$ cat config.mk
export PLATFORM = sky130hd
export DESIGN_NAME = pipe_sched
export DESIGN_NICKNAME = d
export VERILOG_FILES = /design/src/rtl/pipe_sched.sv
export SDC_FILE = /design/constraint.sdc
export NUM_CORES = 1
export LEC_CHECK = 0
export BUFFER_PORTS_ARGS = -buffer_cell sky130_fd_sc_hd__buf_2
export CAP_MARGIN = 15
export CORE_AREA = 2 2 39 41
export CTS_CLUSTER_DIAMETER = 80
export DETAILED_ROUTE_END_ITERATION = 8
export DIE_AREA = 0 0 41 43
export PLACE_DENSITY = 0.71
export SYNTH_ARGS = -nofsm -noshare
export SYNTH_HDL_FRONTEND = slang
export SYNTH_SLANG_ARGS = --single-unit
$ cat constraint.sdc
create_clock -name clk -period 4 [get_ports clk]
set_input_delay 1.2 -clock clk [delete_from_list [all_inputs] [get_ports clk]]
set_output_delay 1.2 -clock clk [all_outputs]
set_load 0.01 [all_outputs]
$ cat src/rtl/pipe_sched.sv
// ---------------------------------------------------------------------------
// pipe_sched -- hazard / forwarding / multi-cycle-MUL scheduler for a
// five-stage in-order pipeline.
//
// Parameter
//   MUL_LAT      total cycles a MUL occupies EX (2..15)
// Ports
//   clk          rising-edge clock
//   rst_n        synchronous active-low reset
//   id_valid     ID holds a valid instruction
//   id_ra/id_rb  ID source registers (operand A / operand B)
//   id_use_a/b   ID instruction really reads id_ra / id_rb
//   ex_valid     EX holds a valid instruction
//   ex_regwe     EX instruction writes ex_rd
//   ex_load      EX instruction is LW
//   ex_mul       EX instruction is MUL / MULI
//   ex_rd        EX destination register
//   wb_regwe     WB writes wb_rd this cycle
//   wb_rd        WB destination register
//   redirect     jump / taken branch resolved in EX
//   stall_pc     hold PC
//   stall_ifid   hold IF-ID register
//   stall_idex   hold ID-EX register
//   flush_ifid   replace IF-ID with NOP at next edge
//   bubble_idex  load NOP into ID-EX at next edge
//   fwd_a/fwd_b  operand source: 00 regfile, 01 EX result, 10 WB result
//   mul_start    one-cycle multiplier start pulse
//   busy         multiplier wait in progress
// All outputs are combinational from state, counter and inputs, and are all
// forced low while rst_n is low.
// ---------------------------------------------------------------------------
module pipe_sched #(
    parameter int MUL_LAT = 4
) (
    input  logic       clk,
    input  logic       rst_n,
    input  logic       id_valid,
    input  logic [2:0] id_ra,
    input  logic [2:0] id_rb,
    input  logic       id_use_a,
    input  logic       id_use_b,
    input  logic       ex_valid,
    input  logic       ex_regwe,
    input  logic       ex_load,
    input  logic       ex_mul,
    input  logic [2:0] ex_rd,
    input  logic       wb_regwe,
    input  logic [2:0] wb_rd,
    input  logic       redirect,
    output logic       stall_pc,
    output logic       stall_ifid,
    output logic       stall_idex,
    output logic       flush_ifid,
    output logic       bubble_idex,
    output logic [1:0] fwd_a,
    output logic [1:0] fwd_b,
    output logic       mul_start,
    output logic       busy
);

    typedef enum logic {
        RUN     = 1'b0,
        MULWAIT = 1'b1
    } state_t;

    // The entry cycle is one stall and the release cycle is none, so the
    // wait state only has to count the MUL_LAT-2 stall cycles in between.
    localparam logic [3:0] CNT_LOAD = 4'(MUL_LAT - 2);

    state_t     state_reg, state_next;
    logic [3:0] cnt_reg, cnt_next;

    // Per-operand forwarding select; index 0 is operand A, 1 is operand B.
    logic [2:0] src_sel [2];
    logic       use_sel [2];
    logic [1:0] fwd_sel [2];
    logic [1:0] ex_load_hit;

    assign src_sel[0] = id_ra;
    assign src_sel[1] = id_rb;
    assign use_sel[0] = id_use_a;
    assign use_sel[1] = id_use_b;

    generate
        for (genvar gi = 0; gi < 2; gi++) begin : g_operand
            logic ex_hit;
            logic wb_hit;
            // A load's data is not ready at the end of EX, so it never
            // forwards from EX; the load-use stall covers that case.
            assign ex_hit = ex_valid && ex_regwe && !ex_load && (ex_rd == src_sel[gi]);
            assign wb_hit = wb_regwe && (wb_rd == src_sel[gi]);
            assign fwd_sel[gi] = ex_hit ? 2'b01 : (wb_hit ? 2'b10 : 2'b00);
            assign ex_load_hit[gi] = use_sel[gi] && (ex_rd == src_sel[gi]);
        end
    endgenerate

    logic load_use;
    assign load_use = id_valid && ex_valid && ex_load && ex_regwe && (|ex_load_hit);

    always_comb begin
        state_next  = state_reg;
        cnt_next    = cnt_reg;
        stall_pc    = 1'b0;
        stall_ifid  = 1'b0;
        stall_idex  = 1'b0;
        flush_ifid  = 1'b0;
        bubble_idex = 1'b0;
        fwd_a       = 2'b00;
        fwd_b       = 2'b00;
        mul_start   = 1'b0;
        busy        = 1'b0;

        if (rst_n) begin
            fwd_a = fwd_sel[0];
            fwd_b = fwd_sel[1];
            case (state_reg)
                RUN: begin
                    // Priority: redirect, then MUL entry, then load-use.
                    if (redirect) begin
                        flush_ifid  = 1'b1;
                        bubble_idex = 1'b1;
                    end else if (ex_valid && ex_mul) begin
                        mul_start  = 1'b1;
                        stall_pc   = 1'b1;
                        stall_ifid = 1'b1;
                        stall_idex = 1'b1;
                        state_next = MULWAIT;
                        cnt_next   = CNT_LOAD;
                    end else if (load_use) begin
                        stall_pc    = 1'b1;
                        stall_ifid  = 1'b1;
                        bubble_idex = 1'b1;
                    end
                end
                MULWAIT: begin
                    // The MUL is still in EX here, so ex_mul / redirect /
                    // load-use are deliberately not looked at.
                    busy = 1'b1;
                    if (cnt_reg != 4'd0) begin
                        stall_pc   = 1'b1;
                        stall_ifid = 1'b1;
                        stall_idex = 1'b1;
                        cnt_next   = cnt_reg - 4'd1;
                    end else begin
                        state_next = RUN;
                    end
                end
                default: begin
                    state_next = RUN;
                    cnt_next   = 4'd0;
                end
            endcase
        end
    end

    always_ff @(posedge clk) begin
        if (!rst_n) begin
            state_reg <= RUN;
            cnt_reg   <= 4'd0;
        end else begin
            state_reg <= state_next;
            cnt_reg   <= cnt_next;
        end
    end

endmodule
==> results_dict.tcl, run 1 <==
set metrics [dict create \
    run_status "finished clean" \
    grt_max_degree 10 \
    pwr_density_cell_mw_per_mm2 228 \
    path_cells "buf_2 -> xor2_1 -> nor3_1 -> a22o_1 -> a31o_2 -> buf_2" \
    ys_seq_area_share_pct 20.0 \
    wl_microns 1260 \
    peakVddDrop_mv 0.0832 \
    syn_area_per_cell_sq_um 7.72 \
    pin_count 34 \
    p_sw_uw 47.0 \
    cp.depth 6 \
    htreeDepth 1 \
    cp-endpoint "stall_pc" \
    path_class "input pin to output pin" \
    slowest_delay_ns 0.29 \
    largest_reg_flops 4 \
    rsz0062_at_grt "no" \
    die_area_sq_mm 0.00176 \
    grt_pass1_vias 531 \
    crit_buf_inv 2 \
    antenna_found_initial 0 \
    synth.largest_area_cell "dfxtp_1" \
    fin_crit_ns 3.47 \
    cts_tree "done" \
    cp.required_ns 2.80 \
    wl_per_cell_microns 10.9 \
    synth_seq_cells 5 \
    root_buffer "clkbuf_4" \
    whs_ns 0.488 \
    area_delta_synth_final_pct 38.4 \
    portBuffers 33 \
    die_y_microns 43 \
    r2r_slack_ns 2.50 \
    hold_class "register to register" \
    rr_worst_depth 6 \
    p_seq_share_pct 33.3 \
    clkSinkCount 5 \
    clkTransAtPathRegs_ns 0.04 \
    syn-cell-area_sq_um 502 \
    intPower_uw 111 \
    fin_ws_ns 0.529 \
    firstDrtPassIters 4 \
    drive_gt1_share_pct 42.0 \
    post_cts_resize_count 0 \
    fmax_mhz 288 \
    gp_congestion 0.765 \
    crit_slowest_cell "nor3_1" \
    critical_path.top_delay_family "compound AO/OA/AOI/OAI gates" \
    finalSetupTns_ns 0 \
    ant_nets 0 \
    insertion_delay_ns 0.25 \
    tightest_slew_ns 0.488 \
    yosysWarningCount 0 \
    period_share_pct 86.8 \
    grt-ovfl-total 0 \
    pwr-share-comb_pct 28.7 \
    initial_core_util_pct 36.3 \
    finalHoldViolCount 0 \
    clockBufferDepth 2 \
    place_area_sq_um 668 \
    placementRows 14 \
    diodes 0 \
    start_kind "input pin" \
    cp_max_fo 3 \
    synth_area_leaders "dfxtp_1 (20%), xor2_1 (17%), nand3_1 (6.0%)" \
    cp-startpoint "ex_rd[1]" \
    place_ws_ns 0.528 \
    crit_top_cell "buf_2" \
    critPathCaptureType "output pin" \
    post_cts_buffers 0 \
    drt_iter0_drc 9 \
    synthesis.nets 90 \
    fp.dieW_microns 41 \
    via_count 585 \
    grt_pass1_wl_microns 1930 \
    hold_buffers 0 \
    final_area_sq_um 694 \
    core_area_sq_mm 0.00138 \
    reg2reg_from "cnt_reg[0]" \
    drv_slew 0 \
    power_switching_share_pct 29.7 \
    final_util_pct 50.2 \
    drc 0 \
    slew_headroom_pct 67.2 \
    cts_made_buffers 3 \
    crit_arrival_ns 2.27 \
    fillCellCount 139 \
    p_leak_uw 0.000362 \
    syn_inst 65 \
    setup_violations 0 \
    grt.total_usage_pct 16.2 \
    viasPerCell 5.04 \
    power.share.clock_pct 38.1 \
    cap_violations 0 \
    r2r_end "cnt_reg[1]" \
    yosysUniqueCellTypes 26 \
    nets 126 \
    skew_ns 0.00249 \
    netlist.area_leader.share_pct 20.0 \
]
==> worst reg2reg max path, stage by stage, from the launching register on <==
cell	delay, ns
dfxtp_1	0.32
inv_1	0.09
ha_1	0.19
inv_1	0.06
o31ai_1	0.42
nand3_1	0.12
and3_1	0.19
==> through the flow <==
step           instances  power [uW]
2_1_floorplan         65        77.6
3_3_place_gp         112        98.1
3_5_place_dp         112        99.4
4_1_cts              116         160
5_1_grt              116         170
6_report             116         158
==> cell families (layout without fill, tap and decap cells) <==
family	Yosys count	after routing	synth area share (%)
xor gates and xnor gates	12	12	20.9
buffers and inverters	6	41	6.73
AOI/OAI and AO/OA	13	13	17.7
adders and majority gates	2	2	4.99
DFF	5	5	20.0
and+or+nand+nor	27	27	29.7
==> layer usage <==
layer  share of wire [%]  routed length (microns)  global-route usage [%]  vias up
li1                    -                        -                       -      300
met1                  38                      485                    15.2      255
met2                  51                      649                    28.4       26
met3                 7.5                       95                    2.62        4
met4                 2.7                       34                    12.0        0
met5                   0                        0                       0        -
==> power by group through the flow <==
stage	registers, uW	logic (uW)	clock network, uW
after global placement	53.3	44.7	0
final	52.6	45.3	60.1
after detailed placement	53.5	45.9	0
after CTS	52.6	45.9	61.7
after floorplan	52.7	24.9	0
after global routing	52.7	51.1	66.1
==> how the worst min path moves through the flow <==
stage	start	endpoint	depth (start not counted)
after floorplan	cnt_reg[0]	cnt_reg[0]	2
after global placement	cnt_reg[0]	cnt_reg[0]	2
after detailed placement	cnt_reg[0]	cnt_reg[0]	2
after CTS	cnt_reg[0]	cnt_reg[0]	2
after global routing	cnt_reg[0]	cnt_reg[0]	2
final	cnt_reg[0]	cnt_reg[0]	2
==> cell usage after synthesis (all sizes together) <==
master,n
a2111oi,1
a21oi,5
a22o,1
a31o,2
a31oi,1
and2,1
and3,3
buf,2
dfxtp,5
ha,2
inv,4
nand2,4
nand3,6
nand3b,1
nand4,1
nor2,6
nor3,3
nor3b,1
o21ai,1
o31a,1
o31ai,1
or4b,1
xnor2,2
xor2,10
==> final cells by class <==
| type | count | area [sq um] | share of cell area [%] |
|---|---|---|---|
| Inverter | 4 | 15.0 | 2.16 |
| Tap cell | 16 | 20.0 | 2.88 |
| Sequential cell | 5 | 100 | 14.4 |
| Clock buffer | 4 | 26.3 | 3.78 |
| Timing Repair Buffer | 33 | 165 | 23.8 |
| Multi-Input combinational cell | 54 | 368 | 53.0 |
==> cells in the final DEF (no fill, tap or decap), drive strengths merged, types with 2 or more instances in the layout <==
master,count
xor2,10
a21oi,5
nand2,4
nor3,3
nand3,6
xnor2,2
dfxtp,5
inv,4
ha,2
and3,3
a31o,2
clkbuf,4
buf,33
nor2,6
(Power assumes the default switching activity.)
==> run 2, diff against run 1 <==
--- a/config.mk
+++ b/config.mk
@@ -7,10 +7,10 @@
 export LEC_CHECK = 0
 export BUFFER_PORTS_ARGS = -buffer_cell sky130_fd_sc_hd__buf_2
 export CAP_MARGIN = 15
-export CORE_AREA = 2 2 39 41
+export CORE_AREA = 8 8 45 47
 export CTS_CLUSTER_DIAMETER = 80
 export DETAILED_ROUTE_END_ITERATION = 8
-export DIE_AREA = 0 0 41 43
+export DIE_AREA = 0 0 53 55
 export PLACE_DENSITY = 0.71
 export SYNTH_ARGS = -nofsm -noshare
 export SYNTH_HDL_FRONTEND = slang
==> run 2 against run 1 <==
Non-clock buffer count is the same. Sequential cell count is the same. Register-to-register slack lost 0.04 ns. Sequential share of layout area is the same. Largest power group unchanged. Maximum frequency is essentially flat. Via count is the same.
==> results_dict.tcl, run 2 (same netlist as run 1, synthesis figures left out) <==
set metrics [dict create \
    nets 126 \
    slew_headroom_pct 65.1 \
    clockBufferDepth 2 \
    clkTransAtPathRegs_ns 0.04 \
    intPower_uw 111 \
    period_share_pct 86.7 \
    drt_iter0_drc 9 \
    final_area_sq_um 694 \
    r2r_end "cnt_reg[1]" \
    place_ws_ns 0.524 \
    cap_violations 0 \
    start_kind "input pin" \
    power_switching_share_pct 29.4 \
    largest_reg_flops 4 \
    skew_ns 0.00142 \
    post_cts_resize_count 0 \
    power.total_uw 157 \
    grt_pass1_wl_microns 2350 \
    core_area_sq_mm 0.00138 \
    p_sw_uw 46.2 \
    grt.total_usage_pct 10.6 \
    crit_arrival_ns 2.27 \
    p_leak_uw 0.000362 \
    place_area_sq_um 668 \
    diodes 0 \
    antenna_found_initial 0 \
    wl_per_cell_microns 12.0 \
    via_count 585 \
    r2r_slack_ns 2.46 \
    root_buffer "clkbuf_4" \
    drv_slew 0 \
    hold_buffers 0 \
    initial_core_util_pct 36.3 \
    htreeDepth 1 \
    critPathCaptureType "output pin" \
    wl_microns 1390 \
    fmax_mhz 288 \
    post_cts_buffers 0 \
    grt_pass1_vias 638 \
    die_area_sq_mm 0.00292 \
    drc 0 \
    gp_congestion 0.796 \
    viasPerCell 5.04 \
    placementRows 14 \
    final_common_cell "buf_2" \
    drive_gt1_share_pct 42.0 \
    peakVddDrop_mv 0.0754 \
    run_status "finished clean" \
    insertion_delay_ns 0.25 \
    pin_count 34 \
    power.share.clock_pct 37.9 \
    path_class "input pin to output pin" \
    grt_max_degree 10 \
    ant_nets 0 \
    portBuffers 33 \
    top_usage_layer "met2" \
    final_cell_mix "buf_2 (33), xor2_1 (10), nor2_1 (6), nand3_1 (6)" \
    cp_max_fo 3 \
    hold_start "cnt_reg[0]" \
    rr_worst_depth 6 \
    placedCellCount 112 \
    hold_class "register to register" \
    pwr_density_cell_mw_per_mm2 227 \
    grt_use_met3_pct 4.55 \
    firstDrtPassIters 2 \
    whs_path_depth 2 \
    fin_ws_ns 0.531 \
    globalRouteMet1Util_pct 11.6 \
    setup_violations 0 \
    hold_end "cnt_reg[0]" \
    met2_usage_pct 16.2 \
    hpwl_microns 1220 \
    die_y_microns 55 \
    fin_crit_ns 3.47 \
    finalSetupTns_ns 0 \
    reg2reg_from "cnt_reg[0]" \
    rsz0062_at_grt "no" \
    cp.required_ns 2.80 \
    final_cell_count_no_fill 116 \
    cts_tree "done" \
    cts_made_buffers 3 \
    area_delta_synth_final_pct 38.4 \
    p_seq_share_pct 33.4 \
    grt-ovfl-total 0 \
    fp.dieW_microns 53 \
    tightest_slew_ns 0.519 \
    finalHoldViolCount 0 \
    clkSinkCount 5 \
    pwr-share-comb_pct 28.7 \
]
run 2: cell counts in the layout (fill, tap and decap cells not counted):
No cell type changed its count.
run 2: area by class of cell:
type	count	area [sq um]
clock buffer	4	26.3
timing repair buffer	33	165
fill	145	689
tap	16	20.0
sequential	5	100
multi-input combinational	54	368
inverter	4	15.0
run 2: worst max-delay path, cell delays in order:
cell and delay (ns):
buf_2 0.12, xor2_1 0.15, nor3_1 0.29, a22o_1 0.22, a31o_2 0.16, buf_2 0.12
run 2: worst max-delay path by stage:
stage                     cells past startpoint          to  slack, ns  startpoint
after floorplan                               5    stall_pc       0.72    redirect
after global placement                        6  stall_ifid       0.55    id_rb[1]
after detailed placement                      6  stall_ifid       0.52    id_rb[1]
after CTS                                     6  stall_ifid       0.52    id_rb[1]
after global routing                          6  stall_ifid       0.44    id_rb[0]
final                                         6  stall_ifid       0.53    id_rb[1]
run 2: metal layers:
layer | part of all wire, % | wire length (microns) | up-vias
li1 | - | - | 301
met1 | 41 | 570 | 252
met2 | 46 | 641 | 27
met3 | 11 | 148 | 5
met4 | 2.4 | 33 | 0
met5 | 0 | 0 | -
run 2: metrics by stage:
step                hold slack [ns]  util [%]
global placement              0.467      48.3
detailed placement            0.475      48.3
finish                        0.478      50.2
global route                  0.503      50.2
floorplan                     0.457         -
CTS                           0.481      50.2
run 2: power groups by stage:
| stage | Sequential [uW] | Combinational, uW | Clock, uW |
|---|---|---|---|
| 6_report | 52.6 | 45.1 | 59.6 |
| 5_1_grt | 52.7 | 51.0 | 64.4 |
| 4_1_cts | 52.6 | 45.9 | 60.6 |
| 3_5_place_dp | 53.5 | 45.7 | 0 |
| 3_3_place_gp | 53.4 | 45.0 | 0 |
| 2_1_floorplan | 52.7 | 24.9 | 0 |
==> run 3, diff against run 2 <==
--- a/config.mk
+++ b/config.mk
@@ -11,7 +11,7 @@
 export CTS_CLUSTER_DIAMETER = 80
 export DETAILED_ROUTE_END_ITERATION = 8
 export DIE_AREA = 0 0 53 55
-export PLACE_DENSITY = 0.71
+export PLACE_DENSITY = 0.74
 export SYNTH_ARGS = -nofsm -noshare
 export SYNTH_HDL_FRONTEND = slang
 export SYNTH_SLANG_ARGS = --single-unit
==> run 3 against run 2 <==
Sequential share of layout area is the same. Critical endpoint unchanged. Core utilization is the same. Die area did not move. Clock-buffer cell count stayed put. Critical path depth is the same. Largest power group unchanged. Wire length up 5.7%. Via count decreased by 0.85%. Global-route usage is 0.43 points higher.
==> results_dict.tcl, run 3 (same netlist as run 1, synthesis figures left out) <==
set metrics [dict create \
    clockBufferDepth 2 \
    root_buffer "clkbuf_4" \
    cts_made_buffers 3 \
    hpwl_microns 1260 \
    portBuffers 33 \
    firstDrtPassIters 4 \
    grt_pass1_vias 629 \
    viasPerCell 5.00 \
    peakVddDrop_mv 0.0639 \
    pin_count 34 \
    cp.required_ns 2.80 \
    fmax_mhz 289 \
    slew_headroom_pct 68.5 \
    fin_crit_ns 3.46 \
    final_area_sq_um 694 \
    via_count 580 \
    cp_max_fo 3 \
    initial_core_util_pct 36.3 \
    period_share_pct 86.5 \
    area_delta_synth_final_pct 38.4 \
    crit_arrival_ns 2.26 \
    p_leak_uw 0.000362 \
    cap_violations 0 \
    clkSinkCount 5 \
    drive_gt1_share_pct 42.0 \
    cp-startpoint "id_rb[1]" \
    hold_buffers 0 \
    htreeDepth 1 \
    final_cell_mix "buf_2 (33), xor2_1 (10), nor2_1 (6), nand3_1 (6)" \
    r2r_slack_ns 2.49 \
    final_common_cell "buf_2" \
    skew_ns 0.00310 \
    gp_congestion 0.763 \
    finalSetupTns_ns 0 \
    whs_path_depth 2 \
    fp.dieW_microns 53 \
    clkTransAtPathRegs_ns 0.04 \
    run_status "finished clean" \
    drt_iter0_drc 4 \
    grt-ovfl-total 0 \
    ant_nets 0 \
    wl_microns 1470 \
    wl_per_cell_microns 12.7 \
    tightest_slew_ns 0.468 \
    post_cts_buffers 0 \
    cts_tree "done" \
    placedCellCount 112 \
    die_area_sq_mm 0.00292 \
    place_area_sq_um 668 \
    diodes 0 \
    critPathCaptureType "output pin" \
    start_kind "input pin" \
    hold_class "register to register" \
    grt_pass1_wl_microns 2390 \
    drv_slew 0 \
    nets 126 \
    rr_worst_depth 6 \
    grt.total_usage_pct 11.0 \
    hold_start "cnt_reg[0]" \
    setup_violations 0 \
    path_class "input pin to output pin" \
    rsz0062_at_grt "no" \
    largest_reg_flops 4 \
    insertion_delay_ns 0.25 \
    final_cell_count_no_fill 116 \
    core_area_sq_mm 0.00138 \
    antenna_found_initial 0 \
    finalHoldViolCount 0 \
    die_y_microns 55 \
    placementRows 14 \
    drc 0 \
    pwr_density_cell_mw_per_mm2 228 \
    grt_max_degree 10 \
    reg2reg_from "cnt_reg[0]" \
    post_cts_resize_count 0 \
]
run 3: worst max-delay path, stage by stage:
cell	delay, ns
buf_2	0.12
xor2_1	0.16
nor3_1	0.28
a22o_1	0.22
a31o_2	0.16
buf_2	0.13
run 3: final timing paths:
check / end
min reg2reg: cnt_reg[0]
min: cnt_reg[0]
max reg2reg: cnt_reg[1]
max: stall_ifid
run 3: area by class of cell:
type / instances / area, sq um
Sequential cell: 5 / 100
Inverter: 4 / 15.0
Clock buffer: 4 / 26.3
Multi-Input combinational cell: 54 / 368
Fill cell: 137 / 689
Timing Repair Buffer: 33 / 165
Tap cell: 16 / 20.0
run 3: power breakdown:
group          switching, uW  internal [uW]
sequential              1.34           51.3
combinational           23.5           22.1
clock                   22.3           37.8
run 3: through the flow:
step	util (%)	total power (uW)	hold WS (ns)	setup WS [ns]
final	50.2	158	0.485	0.542
after global routing	50.2	170	0.503	0.475
after CTS	50.2	160	0.490	0.542
after detailed placement	48.3	99.6	0.473	0.547
after global placement	48.3	98.3	0.468	0.565
after floorplan	-	77.6	0.457	0.719
run 3: metal layers:
layer,up-vias,share of wire (%),wire (microns),GRT usage (%)
met3,4,7.8,115,3.74
met2,27,50,737,19.5
met4,0,1.8,27,7.76
met1,249,40,592,10.6
li1,300,-,-,-
met5,-,0,0,0
